**src/rtl/glb_tile_streamer_pkg.sv**
```systemverilog
// Shared definitions for the GLB tile streamer.
//   tile_state_t : sequencer state / phase encoding (also exported for debug)
//   GLB_ADDR_W   : GLB word-address width
//   GLB_DATA_W   : GLB / stream data width
//   next_phase() : first phase after `cur` whose word count is nonzero
package glb_tile_streamer_pkg;

    localparam int GLB_ADDR_W = 16;
    localparam int GLB_DATA_W = 32;

    typedef enum logic [2:0] {
        IDLE  = 3'd0,
        LD_W  = 3'd1,
        LD_IF = 3'd2,
        LD_IP = 3'd3,
        ST_OP = 3'd4,
        FIN   = 3'd5
    } tile_state_t;

    // nz = {op, ip, if, w} nonzero flags. Phases run in enum order, so a
    // phase is a candidate only if it comes after the current one.
    function automatic tile_state_t next_phase(tile_state_t cur, logic [3:0] nz);
        tile_state_t nxt;
        nxt = FIN;
        if (cur < LD_W && nz[0])
            nxt = LD_W;
        else if (cur < LD_IF && nz[1])
            nxt = LD_IF;
        else if (cur < LD_IP && nz[2])
            nxt = LD_IP;
        else if (cur < ST_OP && nz[3])
            nxt = ST_OP;
        return nxt;
    endfunction

endpackage

```
**src/rtl/glb_rd_skid.sv**
```systemverilog
// Two-entry FIFO that absorbs the one-cycle SRAM read latency so the
// downstream stream can stall without losing words.
//   clk, reset : clock, synchronous active-high reset
//   flush      : synchronous clear (same effect as reset)
//   push       : write push_data into the tail
//   pop        : drop the head entry
//   head       : current head entry (meaningful only when count != 0)
//   count      : number of stored entries (0..2)
// The caller never pushes when full or pops when empty.
module glb_rd_skid
    import glb_tile_streamer_pkg::*;
#(
    parameter int DATA_W = GLB_DATA_W
) (
    input  logic              clk,
    input  logic              reset,
    input  logic              flush,
    input  logic              push,
    input  logic [DATA_W-1:0] push_data,
    input  logic              pop,
    output logic [DATA_W-1:0] head,
    output logic [1:0]        count
);

    logic [DATA_W-1:0] store [2];
    logic              wr_ptr;
    logic              rd_ptr;

    always_ff @(posedge clk) begin
        if (reset || flush) begin
            wr_ptr <= 1'b0;
            rd_ptr <= 1'b0;
            count  <= 2'd0;
        end else begin
            if (push) begin
                store[wr_ptr] <= push_data;
                wr_ptr        <= ~wr_ptr;
            end
            if (pop)
                rd_ptr <= ~rd_ptr;
            count <= count + {1'b0, push} - {1'b0, pop};
        end
    end

    assign head = store[rd_ptr];

endmodule

```
**src/rtl/glb_tile_streamer.sv**
```systemverilog
// GLB-side tile sequencer around the convolution unit. One start pulse runs
// one tile: weight, ifmap and ipsum words are read from the GLB and streamed
// out on cu_data, then opsum words coming back are written into the GLB.
//   start / *_base / *_words : tile launch and per-phase configuration
//   busy, done               : tile status
//   glb_*                    : synchronous-read SRAM port (rdata 1 cycle later)
//   cu_data, valid_*, ready_*: load streams toward the conv unit
//   cu_opsum, valid_op, ready_op : opsum stream from the conv unit
//   dbg_state                : current sequencer state (tile_state_t encoding)
// Handshake: a word transfers in any cycle where valid and ready are both 1;
// once valid is raised, it and its data stay unchanged until that transfer.
module glb_tile_streamer
    import glb_tile_streamer_pkg::*;
#(
    parameter int ADDR_W = GLB_ADDR_W,
    parameter int DATA_W = GLB_DATA_W,
    parameter int CNT_W  = 8
) (
    input  logic              clk,
    input  logic              reset,
    input  logic              start,
    input  logic [ADDR_W-1:0] w_base,
    input  logic [ADDR_W-1:0] if_base,
    input  logic [ADDR_W-1:0] ip_base,
    input  logic [ADDR_W-1:0] op_base,
    input  logic [CNT_W-1:0]  w_words,
    input  logic [CNT_W-1:0]  if_words,
    input  logic [CNT_W-1:0]  ip_words,
    input  logic [CNT_W-1:0]  op_words,
    output logic              busy,
    output logic              done,
    output logic              glb_en,
    output logic              glb_we,
    output logic [ADDR_W-1:0] glb_addr,
    output logic [DATA_W-1:0] glb_wdata,
    input  logic [DATA_W-1:0] glb_rdata,
    output logic [DATA_W-1:0] cu_data,
    output logic              valid_w,
    output logic              valid_if,
    output logic              valid_ip,
    input  logic              ready_w,
    input  logic              ready_if,
    input  logic              ready_ip,
    input  logic [DATA_W-1:0] cu_opsum,
    input  logic              valid_op,
    output logic              ready_op,
    output logic [2:0]        dbg_state
);

    tile_state_t       state;
    logic [ADDR_W-1:0] w_base_q, if_base_q, ip_base_q, op_base_q;
    logic [CNT_W-1:0]  w_words_q, if_words_q, ip_words_q, op_words_q;
    logic [CNT_W-1:0]  issued, accepted, written;
    logic              inflight;

    logic [ADDR_W-1:0] cur_base;
    logic [CNT_W-1:0]  cur_words;
    logic              cur_ready;
    logic              is_load, strm_valid, pop, rd_issue, wr_fire;
    logic [1:0]        fifo_count;
    logic [DATA_W-1:0] fifo_head;
    logic [3:0]        nz_in, nz_q;

    assign nz_in = {op_words != '0, ip_words != '0, if_words != '0, w_words != '0};
    assign nz_q  = {op_words_q != '0, ip_words_q != '0, if_words_q != '0, w_words_q != '0};

    always_comb begin
        cur_base  = '0;
        cur_words = '0;
        cur_ready = 1'b0;
        case (state)
            LD_W:    begin cur_base = w_base_q;  cur_words = w_words_q;  cur_ready = ready_w;  end
            LD_IF:   begin cur_base = if_base_q; cur_words = if_words_q; cur_ready = ready_if; end
            LD_IP:   begin cur_base = ip_base_q; cur_words = ip_words_q; cur_ready = ready_ip; end
            default: begin cur_base = '0;        cur_words = '0;         cur_ready = 1'b0;     end
        endcase
    end

    assign is_load    = (state == LD_W) || (state == LD_IF) || (state == LD_IP);
    assign strm_valid = is_load && (fifo_count != 2'd0);
    assign pop        = strm_valid && cur_ready;

    // Words buffered plus the read in flight, after this cycle's pop, must
    // leave a free FIFO slot for the word a new read returns next cycle.
    assign rd_issue = is_load && (issued < cur_words) &&
                      (({1'b0, fifo_count} + {2'b0, inflight} - {2'b0, pop}) < 3'd2);

    assign ready_op = (state == ST_OP) && (written < op_words_q);
    assign wr_fire  = ready_op && valid_op;

    assign glb_en    = rd_issue || wr_fire;
    assign glb_we    = wr_fire;
    assign glb_addr  = wr_fire  ? op_base_q + ADDR_W'(written) :
                       rd_issue ? cur_base + ADDR_W'(issued) : '0;
    assign glb_wdata = wr_fire ? cu_opsum : '0;

    assign cu_data   = strm_valid ? fifo_head : '0;
    assign valid_w   = strm_valid && (state == LD_W);
    assign valid_if  = strm_valid && (state == LD_IF);
    assign valid_ip  = strm_valid && (state == LD_IP);
    assign busy      = (state != IDLE);
    assign done      = (state == FIN);
    assign dbg_state = state;

    glb_rd_skid #(.DATA_W(DATA_W)) u_skid (
        .clk       (clk),
        .reset     (reset),
        .flush     (state == FIN),
        .push      (inflight),
        .push_data (glb_rdata),
        .pop       (pop),
        .head      (fifo_head),
        .count     (fifo_count)
    );

    always_ff @(posedge clk) begin
        if (reset) begin
            state      <= IDLE;
            w_base_q   <= '0;
            if_base_q  <= '0;
            ip_base_q  <= '0;
            op_base_q  <= '0;
            w_words_q  <= '0;
            if_words_q <= '0;
            ip_words_q <= '0;
            op_words_q <= '0;
            issued     <= '0;
            accepted   <= '0;
            written    <= '0;
            inflight   <= 1'b0;
        end else begin
            inflight <= rd_issue;
            case (state)
                IDLE: begin
                    if (start) begin
                        w_base_q   <= w_base;
                        if_base_q  <= if_base;
                        ip_base_q  <= ip_base;
                        op_base_q  <= op_base;
                        w_words_q  <= w_words;
                        if_words_q <= if_words;
                        ip_words_q <= ip_words;
                        op_words_q <= op_words;
                        issued     <= '0;
                        accepted   <= '0;
                        written    <= '0;
                        state      <= next_phase(IDLE, nz_in);
                    end
                end
                LD_W, LD_IF, LD_IP: begin
                    // Every issued word has been accepted, so the FIFO and
                    // the read pipe are empty before the phase changes.
                    if (accepted == cur_words) begin
                        issued   <= '0;
                        accepted <= '0;
                        state    <= next_phase(state, nz_q);
                    end else begin
                        if (rd_issue)
                            issued <= issued + CNT_W'(1);
                        if (pop)
                            accepted <= accepted + CNT_W'(1);
                    end
                end
                ST_OP: begin
                    if (written == op_words_q) begin
                        written <= '0;
                        state   <= FIN;
                    end else if (wr_fire) begin
                        written <= written + CNT_W'(1);
                    end
                end
                FIN:     state <= IDLE;
                default: state <= IDLE;
            endcase
        end
    end

endmodule

```
**config.mk**
```make
export PLATFORM = sky130hd
export DESIGN_NAME = glb_tile_streamer
export DESIGN_NICKNAME = d
export VERILOG_FILES = /design/src/rtl/glb_tile_streamer_pkg.sv /design/src/rtl/glb_rd_skid.sv /design/src/rtl/glb_tile_streamer.sv
export SDC_FILE = /design/constraint.sdc
export NUM_CORES = 1
export LEC_CHECK = 0
export CAP_MARGIN = 25
export CORE_ASPECT_RATIO = 0.75
export CORE_MARGIN = 3
export CORE_UTILIZATION = 40
export CTS_CLUSTER_DIAMETER = 100
export DETAILED_ROUTE_END_ITERATION = 8
export PLACE_DENSITY = 0.68
export SLEW_MARGIN = 20
export SYNTH_ARGS = -nofsm -noshare
export SYNTH_HDL_FRONTEND = slang
export SYNTH_SLANG_ARGS = --single-unit
```
**constraint.sdc**
```tcl
create_clock -name clk -period 13.3 [get_ports clk]
set_input_delay 3.325 -clock clk [delete_from_list [all_inputs] [get_ports clk]]
set_output_delay 3.325 -clock clk [all_outputs]
set_load 0.005 [all_outputs]
```
Word-level counts from Yosys, hierarchy flattened
Memories as Yosys holds them, arrays and structs flattened. A register that Yosys moved wholly into a read port is not among the register bits. Index checks and enable logic that the tools add are counted.

Eq/ne operators: 13. Multiplexer cells: 34. Add/sub/neg operators: 9. Reduce and logical (&&, ||, !) cells: 36. Bitwise gates (word level): 2. $lt $le $gt $ge: 7.

Operators with widths (count): $mux W32 (2); $reduce_bool A8 Y1 (8); $mux W8 (7); $pmux W16 S3 (1); $pmux W8 S2 (3); $add A16 B8 Y16 (2); $mux W16 (2); $mux W3 (9); $add A8 B1 Y8 const B (3); $pmux W8 S3 (1); $eq A8 B8 Y1 (2); $lt A8 B8 Y1 (2); $logic_and A1 B1 Y1 (13); $reduce_and A3 Y1 (4); $lt A3 B2 Y1 const B (3); $pmux W3 S3 (1); $mux W1 (7); $eq A3 B2 Y1 const B (2); $eq A3 B3 Y1 const B (2); $ne A3 B3 Y1 const B (2); $reduce_bool A2 Y1 (3); $logic_or A1 B1 Y1 (4); $ne A2 B2 Y1 const B (2); $add A2 B1 Y3 (1); 14 further kinds (15).

Bits in registers: 128. Word-level logic and storage cells: 118. Memories: 1. Bits in writable memories: 64. Bits of input ports: 167.

Memories: u_skid.store (words 2, bits a word 32, read ports 1, clocked after memory_dff 1, write ports 1, RTL line glb_rd_skid.sv:25) `logic [DATA_W-1:0] store [2];`.

Depth between registers and ports, before layout
Gate-level depths: netlist (run 1).

Word-level depth: 11. Gate-level depth with buffers: 19. Mapped depth without buffers: 14.

Modules after synthesis
Synthesis (run 1) repeated with hierarchy kept, for this count alone.

Cells, all modules: 1137. Area total of the unflattened synthesis: 10358.7 um^2.

Modules (own cells, without submodules): glb_tile_streamer (instances 1, area an instance 7674.9 um^2, cells an instance 1017, sequential area each 2482.4 um^2); glb_rd_skid (instances 1, area an instance 2683.8 um^2, cells an instance 120, sequential area each 2021.9 um^2).

Least setup slack after synthesis (run 1)
No wires, ideal clock.

Path type: input port to output port. Start point: input ready_ip. End point: output glb_addr[15]. Cell stages on the path: 14. Data required time: 9.975 ns. Path slack: 3.786 ns. Arrival: 6.189 ns. Buffers on the path: 3. Cell sequence: mux2_2 > a22oi_1 > nor2_1 > clkbuf_1 > ha_1 > inv_1 > ha_1 > fa_1 > nor4_1 > o21ai_1 > or3_1 > clkbuf_1 > clkbuf_1 > o22ai_1.

Word-level cells in the longest chain between the ends: 7.

Ends and longest elaborated chain: start, declared (RTL line glb_tile_streamer.sv:43) `input logic ready_ip,`; $pmux W1 S3 (RTL line glb_tile_streamer.sv:71) `case (state)`; $logic_and A1 B1 Y1 (RTL line glb_tile_streamer.sv:81) `assign pop = strm_valid && cur_ready;`; named net pop (RTL line glb_tile_streamer.sv:59) `logic is_load, strm_valid, pop, rd_issue, wr_fire;`; $sub A3 B1 Y3 (RTL line glb_tile_streamer.sv:86) `(({1'b0, fifo_count} + {2'b0, inflight} - {2'b0, pop}) < 3'd2);`; $lt A3 B2 Y1 (RTL line glb_tile_streamer.sv:86); $logic_and A1 B1 Y1 (RTL line glb_tile_streamer.sv:85) `assign rd_issue = is_load && (issued < cur_words) &&`; $mux W16 (RTL line glb_tile_streamer.sv:94) `rd_issue ? cur_base + ADDR_W'(issued) : '0;`; $mux W16 (RTL line glb_tile_streamer.sv:93) `assign glb_addr = wr_fire ? op_base_q + ADDR_W'(written) :`; end, declared (RTL line glb_tile_streamer.sv:34) `output logic [ADDR_W-1:0] glb_addr,`.

The timed path passes the listed nets, and every way through them passes these cells.

Worst setup path after layout (run 1)
Start point: input ready_ip. End point: output glb_addr[3].

Word-level cells in the longest chain between the ends: 7.

Ends and longest elaborated chain (RTL line): $pmux W1 S3 (glb_tile_streamer.sv:71); $logic_and A1 B1 Y1 (glb_tile_streamer.sv:81); $sub A3 B1 Y3 (glb_tile_streamer.sv:86); $lt A3 B2 Y1 (glb_tile_streamer.sv:86); $logic_and A1 B1 Y1 (glb_tile_streamer.sv:85); $mux W16 (glb_tile_streamer.sv:94); $mux W16 (glb_tile_streamer.sv:93).

No other way between the ends.

==> impl_metrics.toml, run 1 <==
[clock_tree]
path_clk_slew_ns = 0.08
clk_latency_ns = 0.44
cts_buffers = 17
clock_sinks = 193
post_cts_buffers = 0
ctsRootBufferMaster = "clkbuf_16"
post_cts_resized = 0
hold_buffers = 0
cts_tree = "done"
clk_path_buf_depth = 2
htreeDepth = 4

[drt]
routed_wl_mm = 29.3
drc = 0
firstDrtPassIters = 5
post_drt_wl_per_cell_um = 17.2
via_per_inst = 5.29
num_vias = 9003
ant_nets = 0
drtIter0Drc = 703

[sta]
maxSlewHeadroom_pct = 31.2
rsz0062_at_grt = "no"
worst_pin_slew_ns = 1.03
post-route-min-period_ns = 11.16
fin_tns_setup_ns = 0
slew_viol_final = 0
fmax_mhz = 89.6
setup_violations = 0
hold_viol = 0
post-route-period-util_pct = 83.9
finClkSkew_ns = 0.0162

[place]
placed_cells = 1669
port_buffers = 257
dpl.hpwl_mm = 21.7
routabilityCongestion = 0.890

[power]
vdd.ir_drop.worst_mv = 0.126
leakage_nw = 4.72
power_w = 0.00189
power_density_mw_per_mm2 = 141

[die]
die_x_um = 188
dieArea_mm2 = 0.0269
initial_utilization_pct = 41.2
ios = 258
coreArea_mm2 = 0.0242
fp.dieH_um = 143
rows = 49

[worst_hold_path]
hold_path.class = "reg -> reg"

[synthesis]
synth.area.top_cells = "dfxtp_1 26%, edfxtp_1 19%, nand2_1 9.0%"
synthCells = 1140
yosys-top-cells-count = "238 x nand2_1, 129 x dfxtp_1, 119 x a21oi_1, 92 x nor2_1, 64 x edfxtp_1"
syn_area_mm2 = 0.00997
yosys_warnings = 0
synth_top_area_share_pct = 25.9
async_flop_share_pct = 0
ys_ff_latch = 193
synth_edf_count = 64
synth_flop_cell = "dfxtp_1"
synth_top_area_cell = "dfxtp_1"
syn_area_per_cell_um2 = 8.75
seq_area_frac_synth_pct = 45.2
ys_types = 68
syn-num-nets = 1346
synth.most_common_cell = "nand2_1"

[setup_path]
required_ns = 9.97
critPathLaunchType = "primary input"
cp-end-kind = "output pin"
critPathSlowestCell = "or3_1"
crit_fanout = 28
critPathMaxStageDelay_ns = 0.69
worst-setup-path-type = "in -> out"
worstPathCellList = "clkdlybuf4s50_1 > mux2_2 > a22oi_1 > nor2_1 > ha_1 > inv_1 > ha_1 > fa_1 > nor4_1 > o21ai_1 > or3_1 > o32ai_1 > clkdlybuf4s50_1"
arrival_ns = 7.84

[layout]
final_cells = 1702
drive_above_1_share_pct = 6.20
syn_to_final_growth_pct = 33.8
final_nets = 1563

[global_route]
antenna_found_initial = 1
first_global_vias = 8692
grt.overflow.total = 0
grt_max_degree = 97
grt_pass1_wl_mm = 45.7
grt_util_all_layers_pct = 21.4

[job]
drv_cap = 0

[outcome]
outcome = "finished clean"
## report_power, final
| part | internal [W] | switching (W) |
|---|---|---|
| registers | 0.000680 | 0.0000559 |
| clock network | 0.000270 | 0.000241 |
| logic | 0.000258 | 0.000380 |
| total | 0.00121 | 0.000677 |
## cell families after synthesis
family / after synthesis / synth area share, %
and+or+nand+nor: 480 / 21.6
AOI/OAI and AO/OA: 233 / 14.5
DFF: 193 / 45.2
buffers and inverters: 99 / 4.05
muxes: 62 / 6.56
adders and majority gates: 39 / 5.12
xor gates and xnor gates: 34 / 2.99
## state kept, by name, indices dropped and copies added (netlist names), 16 cells and up, named ones only
| name | flops |
|---|---|
| u_skid.store | 64 |
| if_base_q | 16 |
| ip_base_q | 16 |
| op_base_q | 16 |
| w_base_q | 16 |
## routing by layer
layer  wire length [um]  track usage (%)  vias up
met1              13000             29.0     4204
met2              13400             34.5      337
met3               2170             5.06       46
met5                  0                0        -
met4                669             6.31        0
li1                   -                -     4416
## final timing paths
path                              from                         to  depth (start not counted)  slack (ns)
max                           ready_ip                glb_addr[3]                         13        2.14
min reg2reg  if_base_q[4]$_SDFFE_PP0P_  if_base_q[4]$_SDFFE_PP0P_                          2        0.45
max reg2reg  dbg_state[0]$_SDFFE_PP0P_     issued[7]$_SDFFE_PP0P_                         12        8.76
min          if_base_q[4]$_SDFFE_PP0P_  if_base_q[4]$_SDFFE_PP0P_                          2        0.45
## critical path: cells and delay by family
family / cells / cell delay (ns)
AND/OR/NAND/NOR: 3 / 1.62
buffers and inverters: 3 / 1.08
adder cells (fa/ha/maj): 3 / 0.93
AO/OA/AOI/OAI: 3 / 0.74
multiplexers: 1 / 0.14
## cell type report
cell class	count	area [um^2]
multi-input cells	848	5080
clock buffers	18	439
repair buffers	267	2650
diodes	1	2.50
well taps	331	414
fillers	2196	10900
inverters	30	113
clock inverters	14	146
flip-flops and latches	193	4510
## layout by cell type (no fill, tap or decap), types with 4 or more instances in the layout
master | synthesis | layout
dfxtp_1 | 129 | 127
nand4_1 | 9 | 9
xnor2_1 | 15 | 15
nand2b_1 | 9 | 9
and2_1 | 37 | 36
nor4_1 | 18 | 18
and3_1 | 7 | 7
nand3_1 | 25 | 25
clkbuf_16 | 0 | 17
or2_2 | 10 | 10
buf_4 | 2 | 11
nor2b_1 | 7 | 7
inv_1 | 29 | 29
o21a_1 | 4 | 4
xor2_1 | 19 | 19
or4_1 | 7 | 7
edfxtp_1 | 64 | 64
o22ai_1 | 16 | 16
nand2_1 | 238 | 237
o211ai_1 | 5 | 5
nor2_1 | 92 | 91
clkdlybuf4s50_1 | 0 | 256
nor3_1 | 10 | 10
o21ai_0 | 14 | 14
a211o_1 | 4 | 4
a211oi_1 | 4 | 4
mux2i_1 | 41 | 41
ha_1 | 36 | 36
or3_1 | 4 | 4
a22oi_1 | 23 | 23
a21oi_1 | 119 | 119
mux2_2 | 16 | 16
inv_6 | 0 | 4
a21o_1 | 4 | 4
o31ai_1 | 9 | 9
## metrics by stage
step | instance area [um^2] | setup WS [ns] | hold slack (ns) | utilization (%)
final | 13300 | 2.14 | 0.452 | 55.1
after global routing | 13300 | 1.88 | 0.471 | 55.1
after CTS | 13300 | 2.14 | 0.457 | 55.1
after detailed placement | 12800 | 2.15 | 0.446 | 52.7
after global placement | 12800 | 2.35 | 0.437 | 52.7
after floorplan | 9970 | 3.79 | 0.432 | -
No activity file was read; power rests on OpenSTA's default activity.
==> run 2, diff against run 1 <==
==> constraint.sdc (replaced) <==
create_clock -name clk -period 10.4 [get_ports clk]
set_input_delay 2.6 -clock clk [delete_from_list [all_inputs] [get_ports clk]]
set_output_delay 2.6 -clock clk [all_outputs]
set_load 0.005 [all_outputs]
==> impl_metrics.toml, run 2 (synthesis gave the netlist of run 1 again) <==
[global_route]
grt_util_all_layers_pct = 21.5
antenna_found_initial = 0
grt_pass1_wl_mm = 46.3
first_global_vias = 8675
grt.overflow.total = 0
grt_max_degree = 97

[die]
die_x_um = 188
fp.dieH_um = 143
rows = 49
coreArea_mm2 = 0.0242
ios = 258
initial_utilization_pct = 41.2
dieArea_mm2 = 0.0269

[power]
leakage_nw = 4.74
switchingPower_w = 0.000881
vdd.ir_drop.worst_mv = 0.141
power_density_mw_per_mm2 = 181
power_frac_seq_pct = 38.8
clockPowerShare_pct = 27.3
p_sw_share_pct = 36.4
comb_power_share_pct = 33.9
p_int_w = 0.00154

[layout]
largest_reg_flops = 64
drive_above_1_share_pct = 6.34
num-fill-cells = 2176
regMostFlops = "u_skid.store"
ff_latch_area_mm2 = 0.00451
multi_input_area_mm2 = 0.00508
final_nets = 1565
syn_to_final_growth_pct = 34.3
final_cell_mix = "256 x clkdlybuf4s50_1, 237 x nand2_1, 127 x dfxtp_1, 119 x a21oi_1, 91 x nor2_1"
mostFrequentLayoutCell = "clkdlybuf4s50_1"

[clock_tree]
htreeDepth = 4
clk_path_buf_depth = 2
path_clk_slew_ns = 0.08
clock_sinks = 193
post_cts_buffers = 0
post_cts_resized = 0
cts_tree = "done"
hold_buffers = 0
cts_buffers = 17
ctsRootBufferMaster = "clkbuf_16"
clk_latency_ns = 0.43

[sta]
hold_viol = 0
slew_viol_final = 0
setup_ws_ns = 0.903
fin_tns_setup_ns = 0
maxSlewHeadroom_pct = 33.8
post-route-min-period_ns = 9.50
worst_pin_slew_ns = 0.993
rsz0062_at_grt = "no"
post-route-period-util_pct = 91.3
setup_violations = 0
finClkSkew_ns = 0.0151
fmax_mhz = 105

[place]
dpl.hpwl_mm = 21.9
dpl_worst_slack_ns = 0.912
routabilityCongestion = 0.928
port_buffers = 257

[setup_path]
arrival_ns = 6.90
worst-setup-path-type = "in -> out"
critPathLaunchType = "primary input"
required_ns = 7.80
reg2reg_to = "issued[7]$_SDFFE_PP0P_"
cp-end-kind = "output pin"
rr_worst_depth = 14
reg2reg_from = "dbg_state[0]$_SDFFE_PP0P_"
crit_fanout = 28
reg2reg_slack_ns = 6.04

[worst_hold_path]
hold_path.class = "reg -> reg"
holdPathStages = 2
timing.hold.worst_endpoint = "if_base_q[13]$_SDFFE_PP0P_"
hp-start = "if_base_q[13]$_SDFFE_PP0P_"

[drt]
routed_wl_mm = 29.3
firstDrtPassIters = 5
post_drt_wl_per_cell_um = 17.2
drtIter0Drc = 607
via_per_inst = 5.23
num_vias = 8909
drc = 0
ant_nets = 0

[outcome]
outcome = "finished clean"

[job]
drv_cap = 0
run 2: changes by cell type in the layout (fill, tap and decap cells not counted), sizes merged:
| cell | change |
|---|---|
| buf | +2 |
| bufinv | -1 |
| clkinv | -2 |
| clkinvlp | -1 |
| inv | +4 |
run 2: how the worst max path moves through the flow:
stage	slack (ns)	cells after the start	start	endpoint
floorplan	2.34	14	ready_ip	glb_addr[15]
global placement	1.02	14	ready_if	glb_addr[3]
detailed placement	0.91	14	ready_ip	glb_addr[3]
CTS	0.93	14	ready_ip	glb_addr[3]
global route	0.64	14	ready_ip	glb_addr[3]
finish	0.90	14	ready_ip	glb_addr[3]
run 2: stage by stage:
step	total power, W	instance area [um^2]	hold WS, ns	std cells	util (%)
2_1_floorplan	0.00147	9970	0.432	1140	-
3_3_place_gp	0.00176	12800	0.438	1670	52.7
3_5_place_dp	0.00177	12800	0.444	1670	52.7
4_1_cts	0.00244	13400	0.455	1702	55.2
5_1_grt	0.00257	13400	0.476	1703	55.3
6_report	0.00242	13400	0.455	1704	55.3
run 2: area by class of cell:
class	count	share of cell area, %
inverter	30	0.841
clock buffer	18	3.36
antenna	1	0.0187
timing repair buffer	269	20.0
sequential	193	33.6
tap	331	3.09
multi-input combinational	848	37.9
clock inverter	14	1.10
run 2: worst max-delay path, cell delays in order:
cell and delay [ns]:
clkdlybuf4s50_1 0.39, mux2_2 0.26, a22oi_1 0.28, nor2_1 0.07, buf_4 0.19, ha_1 0.28
inv_1 0.04, ha_1 0.18, fa_1 0.45, nor4_1 0.28, o21ai_1 0.12, or3_1 0.71
o32ai_1 0.44, clkdlybuf4s50_1 0.58
run 2: power by group through the flow:
stage | Clock (W) | Combinational [W] | Sequential [W]
2_1_floorplan | 0 | 0.000546 | 0.000929
3_3_place_gp | 0 | 0.000805 | 0.000954
3_5_place_dp | 0 | 0.000818 | 0.000957
4_1_cts | 0.000676 | 0.000823 | 0.000940
5_1_grt | 0.000709 | 0.000912 | 0.000951
6_report | 0.000662 | 0.000820 | 0.000939
run 2: layer usage:
metal | GRT usage (%) | share of wire, %
met3 | 5.28 | 6.6
met1 | 29.5 | 46
met4 | 4.00 | 0.71
met2 | 35.3 | 47
met5 | 0 | 0
==> run 3, diff against run 2 <==
--- a/config.mk
+++ b/config.mk
@@ -12,6 +12,8 @@
 export CTS_CLUSTER_DIAMETER = 100
 export DETAILED_ROUTE_END_ITERATION = 8
 export PLACE_DENSITY = 0.68
+export SKIP_CTS_REPAIR_TIMING = 1
+export SKIP_LAST_GASP = 1
 export SLEW_MARGIN = 20
 export SYNTH_ARGS = -nofsm -noshare
 export SYNTH_HDL_FRONTEND = slang
==> results of run 3 <==
The final DEF is identical to that of run 2; final timing and power are the same.
